===== src/rtl/uart_pkg.sv =====
// rtl/uart_pkg.sv - shared types and baud timing helper for uart_rx_fifo (macro UART_RX_PARITY_EN adds PARITY state)
package uart_pkg;

`ifdef UART_RX_PARITY_EN
    typedef enum logic [2:0] {IDLE, START, DATA, PARITY, STOP} rx_state_t;
`else
    typedef enum logic [1:0] {IDLE, START, DATA, STOP} rx_state_t;
`endif

    typedef logic [7:0] byte_t;

    // Clocks per bit (half = 0) or clocks to mid start bit (half = 1).
    function automatic int baud_limit(input int clk_freq, input int baud_rate, input bit half);
        int lim;
        lim = clk_freq / baud_rate;
        return half ? lim / 2 : lim;
    endfunction

endpackage


===== src/rtl/sync_fifo.sv =====
// rtl/sync_fifo.sv - parameterised first-word-fall-through FIFO with extra-MSB pointers
module sync_fifo #(
    parameter int WIDTH = 8,
    parameter int DEPTH = 16
) (
    input  logic                   clk,
    input  logic                   rst,
    input  logic                   push,
    input  logic [WIDTH-1:0]       push_data,
    input  logic                   pop,
    output logic [WIDTH-1:0]       pop_data,
    output logic                   full,
    output logic                   empty,
    output logic [$clog2(DEPTH):0] count
);
    localparam int AW = $clog2(DEPTH);

    logic [WIDTH-1:0] mem [DEPTH];
    logic [AW:0]      wr_ptr;
    logic [AW:0]      rd_ptr;
    logic             do_push;
    logic             do_pop;

    assign empty    = (wr_ptr == rd_ptr);
    assign full     = (wr_ptr[AW] != rd_ptr[AW]) && (wr_ptr[AW-1:0] == rd_ptr[AW-1:0]);
    assign do_pop   = pop && !empty;
    // A pop in the same cycle frees the slot, so a push into a full FIFO still lands.
    assign do_push  = push && (!full || do_pop);
    assign pop_data = mem[rd_ptr[AW-1:0]];
    assign count    = wr_ptr - rd_ptr;

    always_ff @(posedge clk or negedge rst) begin
        if (!rst) begin
            wr_ptr <= '0;
            rd_ptr <= '0;
            for (int i = 0; i < DEPTH; i++) begin
                mem[i] <= '0;
            end
        end else begin
            if (do_push) begin
                mem[wr_ptr[AW-1:0]] <= push_data;
                wr_ptr              <= wr_ptr + 1'b1;
            end
            if (do_pop) begin
                rd_ptr <= rd_ptr + 1'b1;
            end
        end
    end

endmodule


===== src/rtl/uart_rx_fifo.sv =====
// rtl/uart_rx_fifo.sv - 8N1 UART receiver feeding a FWFT byte FIFO; UART_RX_PARITY_EN adds even parity and parity_err
module uart_rx_fifo
    import uart_pkg::*;
#(
    parameter int CLK_FREQ   = 10_000_000,
    parameter int BAUD_RATE  = 115_200,
    parameter int FIFO_DEPTH = 16
) (
    input  logic                        clk,
    input  logic                        rst,
    input  logic                        rx,
    output logic [7:0]                  out_data,
    output logic                        out_valid,
    input  logic                        out_ready,
    output logic                        frame_err,
    output logic                        overrun,
`ifdef UART_RX_PARITY_EN
    output logic                        parity_err,
`endif
    output logic [$clog2(FIFO_DEPTH):0] fifo_count
);
    localparam int TIMER_LIMIT = baud_limit(CLK_FREQ, BAUD_RATE, 1'b0);
    localparam int HALF_LIMIT  = baud_limit(CLK_FREQ, BAUD_RATE, 1'b1);
    localparam int TW          = $clog2(TIMER_LIMIT);
    localparam logic [TW-1:0] FULL_T = TW'(TIMER_LIMIT - 1);
    localparam logic [TW-1:0] HALF_T = TW'(HALF_LIMIT - 1);

    logic      rx_m;
    logic      rx_s;
    rx_state_t state;
    logic [TW-1:0] timer;
    logic [2:0] bitcnt;
    byte_t     shift;
    logic      par_bad;
    logic      push_req;
    logic      pop;
    logic      fifo_full;
    logic      fifo_empty;

    always_ff @(posedge clk or negedge rst) begin
        if (!rst) begin
            rx_m <= 1'b1;
            rx_s <= 1'b1;
        end else begin
            rx_m <= rx;
            rx_s <= rx_m;
        end
    end

    // Push happens on the stop-sample edge itself, so the request is combinational.
    assign push_req  = (state == STOP) && (timer == FULL_T) && rx_s && !par_bad;
    assign pop       = out_valid && out_ready;
    assign out_valid = !fifo_empty;

    always_ff @(posedge clk or negedge rst) begin
        if (!rst) begin
            state     <= IDLE;
            timer     <= '0;
            bitcnt    <= '0;
            shift     <= '0;
            par_bad   <= 1'b0;
            frame_err <= 1'b0;
            overrun   <= 1'b0;
`ifdef UART_RX_PARITY_EN
            parity_err <= 1'b0;
`endif
        end else begin
            frame_err <= 1'b0;
            overrun   <= push_req && fifo_full && !pop;
`ifdef UART_RX_PARITY_EN
            parity_err <= 1'b0;
`endif
            case (state)
                IDLE: begin
                    timer   <= '0;
                    par_bad <= 1'b0;
                    if (!rx_s) begin
                        state <= START;
                    end
                end
                START: begin
                    if (timer == HALF_T) begin
                        timer  <= '0;
                        bitcnt <= '0;
                        state  <= rx_s ? IDLE : DATA;
                    end else begin
                        timer <= timer + 1'b1;
                    end
                end
                DATA: begin
                    if (timer == FULL_T) begin
                        timer         <= '0;
                        shift[bitcnt] <= rx_s;
                        bitcnt        <= bitcnt + 1'b1;
                        if (bitcnt == 3'd7) begin
`ifdef UART_RX_PARITY_EN
                            state <= PARITY;
`else
                            state <= STOP;
`endif
                        end
                    end else begin
                        timer <= timer + 1'b1;
                    end
                end
`ifdef UART_RX_PARITY_EN
                PARITY: begin
                    if (timer == FULL_T) begin
                        timer   <= '0;
                        par_bad <= (rx_s != ^shift);
                        state   <= STOP;
                    end else begin
                        timer <= timer + 1'b1;
                    end
                end
`endif
                STOP: begin
                    if (timer == FULL_T) begin
                        timer     <= '0;
                        state     <= IDLE;
                        frame_err <= !rx_s;
`ifdef UART_RX_PARITY_EN
                        parity_err <= rx_s && par_bad;
`endif
                    end else begin
                        timer <= timer + 1'b1;
                    end
                end
                default: state <= IDLE;
            endcase
        end
    end

    sync_fifo #(
        .WIDTH (8),
        .DEPTH (FIFO_DEPTH)
    ) u_fifo (
        .clk       (clk),
        .rst       (rst),
        .push      (push_req),
        .push_data (shift),
        .pop       (pop),
        .pop_data  (out_data),
        .full      (fifo_full),
        .empty     (fifo_empty),
        .count     (fifo_count)
    );

endmodule


===== config.mk =====
export PLATFORM = sky130hd
export DESIGN_NAME = uart_rx_fifo
export DESIGN_NICKNAME = d
export VERILOG_FILES = /design/src/rtl/uart_pkg.sv /design/src/rtl/sync_fifo.sv /design/src/rtl/uart_rx_fifo.sv
export SDC_FILE = /design/constraint.sdc
export NUM_CORES = 1
export LEC_CHECK = 0
export BUFFER_PORTS_ARGS = -buffer_cell sky130_fd_sc_hd__buf_2
export CAP_MARGIN = 0
export CORE_MARGIN = 3
export CORE_UTILIZATION = 60
export DETAILED_ROUTE_END_ITERATION = 10
export PLACE_DENSITY_LB_ADDON = 0.05
export SLEW_MARGIN = 20
export SYNTH_ARGS = -nofsm -noshare
export SYNTH_HDL_FRONTEND = slang
export SYNTH_HIERARCHICAL = 1
export SYNTH_SLANG_ARGS = --single-unit

===== constraint.sdc =====
create_clock -name clk -period 5.3 [get_ports clk]
set_input_delay 1.06 -clock clk [delete_from_list [all_inputs] [get_ports clk]]
set_output_delay 1.06 -clock clk [all_outputs]
set_load 0.02 [all_outputs]

* After elaboration in Yosys (flattened, before gate mapping) *
Index checks and enable logic that the tools add are counted.

operators by class
  add/subtract/negate cells = 5
  equal/unequal tests = 14
  shift operators = 0
  muxes and demuxes = 24
  $lt $le $gt $ge = 5
  bitwise gates (word level) = 2
  reduce and logical (&&, ||, !) cells = 21
  divide/modulo/power cells = 0
  $mul = 0

operators with widths
  kind                                                         number
  bitwise mux 128 bit                                          1
  binary-select mux 8 bit (select 4 bit)                       1
  demux 8 bit (select 4 bit)                                   1
  2-to-1 mux 8 bit                                             3
  case mux 7 bit (3 select lines)                              1
  2-to-1 mux 7 bit                                             2
  2-to-1 mux 2 bit                                             6
  adder 5 x 1 -> 5 bit (second input constant)                 2
  greater-or-equal comparator 5 bit (second input constant)    2
  logical AND 1 bit                                            10
  NOT 4 -> 5 bit                                               2
  bitwise mux 8 bit                                            1
  != test 2 bit (second input constant)                        4
  case mux 2 bit (4 select lines)                              1
  adder 7 x 1 -> 7 bit (second input constant)                 1
  equality test 7 x 6 -> 1 bit (second input constant)         1
  equality test 7 bit (second input constant)                  1
  2-to-1 mux 3 bit                                             2
  case mux 3 bit (2 select lines)                              1
  equality test 5 bit                                          1
  less-than comparator 5 x 1 -> 1 bit (second input constant)  1
  AND reduction 5 bit                                          1
  subtractor 5 bit                                             1
  equality test 2 bit (second input constant)                  2
  17 further kinds                                             22

storage, ports and cells
  bits in registers = 162
  output and inout bits = 16
  word-level logic and storage cells = 97
  latch bits = 0
  memories = 0
  memory bits (read-only) = 0
  input bits = 4
  memory bits (writable) = 0

* Longest topological paths before layout *
  depth after elaboration = 6
  mapped depth = 12
  gate-level depth less buffers = 9

* Hierarchy *
Netlist, hierarchy kept.

modules (own cells, without submodules)
  module        area each (um^2)  instances  sequential area each (um^2)  cells an instance
  sync_fifo     6550.0            1          3453.3                       423
  uart_rx_fifo  1283.7            1          603.1                        114

* Least setup slack after synthesis *
OpenSTA, ideal clock, no wires.

  kind = register to output
  start = register u_fifo.rd_ptr[1]
  end = output fifo_count[4]
  path buffers = 2
  arrival time = 2.034 ns
  data required time = 4.240 ns
  cell stages (with the launch flop) = 8
  path slack = 2.206 ns
  path through = dfrtp_1 -> clkbuf_1 -> buf_1 -> inv_1 -> fa_1 -> a21o_1 -> a21oi_1 -> xnor2_1

on the way
  cells in the longest elaborated chain, start to end = 1

RTL lines
  element                   line                RTL
  start: declaration        sync_fifo.sv:20     logic [AW:0] rd_ptr;
  start signal: assignment  sync_fifo.sv:45     rd_ptr <= rd_ptr + 1'b1;
  subtractor 5 bit          sync_fifo.sv:30     assign count = wr_ptr - rd_ptr;
  end: declaration          uart_rx_fifo.sv:20  output logic [$clog2(FIFO_DEPTH):0] fifo_count

Every way passes these cells.

* Worst setup path after layout *
  start = register u_fifo.rd_ptr[0]
  end = output fifo_count[4]

The elaborated chain is that of the path after synthesis.

==> impl_results.md <==
* Status: finished clean
* Final WL at 16300 um
* Routed met1 length at 7460 um
* Post-CTS Setup Bufs at 0
* Longest Clk Path Bufs at 2
* Fin. max-slew vios at 0
* Clock root cell: clkbuf_16
* Critical Path RT at around 4.2 ns
* Fin nets at between 500 and 600
* GRT Overall Usage at around 25%
* Die outline height at ~120 um
* DR top layer: met4
* Vias in the first global route at 4857
* CP arrival at around 2.8 ns
* Antenna violation net count after detailed routing at 0
* Core area at 12700 um2
* Drc violations at 0
* Seq/Total Area, Yosys at between 50% and 60%
* Min Hold Slack at roughly 0.36 ns
* Die Area at 14500 um2
* TritonCTS clock tree: done
* CTS Sinks at between 150 and 200
* F_max at approximately 0.26 GHz
* First-pass GRT wire length at approximately 27000 um
* EDFF count, synth at 0
* Die Width at around 120 um
* First-pass iteration count of the detailed router at 5
* Mapped Nets at about 560
* Design area at between 8000 and 9000 um2
* Placed Area at a little over 8000 um2
* Routed vias at 4590
* Hpwl dp at around 11000 um
* 1st-iter DRT viols at ~450
* Final std cells w/o fill at 738
* Worst-margin pin slew at approximately 0.93 ns
* Initial Util at 61.8%
* Synth Cell Area at 7830 um2
* CP startpoint kind: register
* Setup violators final at 0
* Min Tclk post-route at about 3.9 ns
* Resized cells post-CTS at 0
* Vias per cell at about 6.2
* Worst-case clock skew at between 0.009 and 0.01 ns
* Power per Cell Area at roughly 350 nW/um2
* CTS Hold Bufs at 0
* Total number of H-tree levels at 4
* Post-synthesis cell count at approximately 540
* CTS buffer count at 17
* Area growth, synth to finish at 9.93%
* Register bit total from synthesis at 162
* Global placement routability congestion at 0.821
* Worst slew margin at 37.7%
* RSZ-0062 raised after global routing: false
* Post-synth top area cell: dfrtp_1
* Synth Area per Inst at roughly 15 um2
* WL/cell at between 20 and 25 um
* CTS clk-pin slew, worst paths at approximately 0.060 ns
* Met2 wire len at 7930 um
* IO Count at 20
* Synth cell types at 52
* Crit path kind: register to output port
* Peak supply drop at between 0.0003 and 0.0004 V
* Critical path peak fanout at 26
* Fin Setup TNS at 0 ns
* Worst-Skew Late Latency at 0.41 ns
* Hold Vio Cnt, Final at 0
* Top cell type's share of synthesized area at 51.1%
* Fraction of layout cells with a size suffix above 1 at a little over two fifths
* Area contributors post-synth: dfrtp_1 (51%), mux2_2 (18%), mux4_2 (9.2%), ha_1 (2.2%), nand3_4 (2.0%)
* Max Cap Viol at 0
* Initial antenna violation count at 0
* Post-synth ARST share at 100%
* Critical Path End Type: output port
* N_diodes at 0
* Top FF cell, synth: dfrtp_1
* Gr ovfl total at 0
* Met3 wire length at approximately 630 um
* Period utilization at about 73%
* Port bufs at 19
* Leakage at a little over 4 nW
* HP Class: register to register
* # rows at between 40 and 50
* Synth Warn # at 6
* Inst Count DP at roughly 700
* Largest net degree at the start of global routing at 99
* Util after Layout at 68.0%
## kinds of logic after synthesis
logic type	Yosys count	share of synthesized area (%)
compound gates	43	4.01
simple gates	90	8.62
buf+inv	42	2.32
xor+xnor	16	1.88
flops	162	51.8
fa+ha+maj	15	2.49
mux	169	28.9
## through the flow
stage | setup slack (ns) | power [mW]
2_1_floorplan | 2.21 | 1.74
3_3_place_gp | 1.87 | 1.89
3_5_place_dp | 1.79 | 1.90
4_1_cts | 1.34 | 3.04
5_1_grt | 1.18 | 3.15
6_report | 1.44 | 3.00
## power by group
part | internal (mW) | switching [mW] | total [mW]
clock | 0.669 | 0.461 | 1.13
combinational | 0.205 | 0.317 | 0.522
sequential | 1.26 | 0.0896 | 1.35
total | 2.14 | 0.868 | 3.00
## worst max-delay path: stages (launching register included)
cell and delay, ns:
dfrtp_2 0.98, ha_1 0.28, inv_1 0.06, fa_1 0.40
a21o_1 0.17, a21oi_1 0.18, xnor2_1 0.13, buf_2 0.18
## cell type report
type | count | area (um2)
clock inverter | 8 | 80.1
inverter | 17 | 63.8
tap | 172 | 215
multi-input combinational | 333 | 3600
fill | 939 | 4060
clock buffer | 23 | 468
sequential | 162 | 4060
timing repair buffer | 23 | 131
## metal layers
metal | track usage (%) | vias up
li1 | - | 2051
met4 | 8.07 | 0
met2 | 37.5 | 88
met5 | 0 | -
met3 | 5.05 | 19
met1 | 35.9 | 2432
## state kept, by name (all words and copies together), names as in the netlist, named ones only
signal,flops
rx_m,1
u_fifo/wr_ptr,5
overrun,1
rx_s,1
bitcnt,3
shift,8
state,1
timer,7
frame_err,1
u_fifo/mem,128
u_fifo/rd_ptr,5
## cells in the mapped netlist, drive strengths merged, types with 2 or more instances
cell and n:
nor2 9, a21o 2, nand4 11, clkbuf 13
a21oi 9, nand2b 2, or3 3, nand4b 2
and4b 2, and3 5, nand3 16, nor4 4
nor2b 4, mux2 137, o21ai 7, a22oi 18
nor3 3, dfstp 2, dfrtp 160, xor2 5
xnor2 11, a222oi 2, buf 12, nor4bb 2
nand2 22, mux4 32, inv 17, ha 14
## placed cells by master (no fill, tap or decap), types with 5 or more instances in the layout
cell type	instances
o21ai_0	6
clkbuf_16	17
nand4_1	9
mux2_2	127
mux4_2	32
ha_1	14
a21oi_1	9
and3_1	5
nand2_1	16
buf_2	18
nand2_2	6
nand3_1	7
dfrtp_1	159
nor2_1	9
xnor2_1	11
mux2_1	10
a22oi_1	18
nand3_4	9
inv_1	17
## worst paths after layout
path / from / endpoint / slack (ns) / cells after the start
setup / recovery: u_fifo/rd_ptr[0]$_DFFE_PN0P_ / fifo_count[4] / 1.44 / 7
hold / removal: rx_m$_DFF_PN1_ / rx_s$_DFF_PN1_ / 0.36 / 0
setup reg to reg: u_fifo/wr_ptr[2]$_DFFE_PN0P_ / u_fifo/mem[69]$_DFFE_PN0P_ / 1.82 / 8
hold reg to reg: rx_m$_DFF_PN1_ / rx_s$_DFF_PN1_ / 0.36 / 0
max in group asynchronous: rst / u_fifo/mem[111]$_DFFE_PN0P_ / 3.49 / 2
min in group asynchronous: rst / u_fifo/mem[96]$_DFFE_PN0P_ / 0.74 / 1
Note: power is estimated with default switching activity, not from simulation.
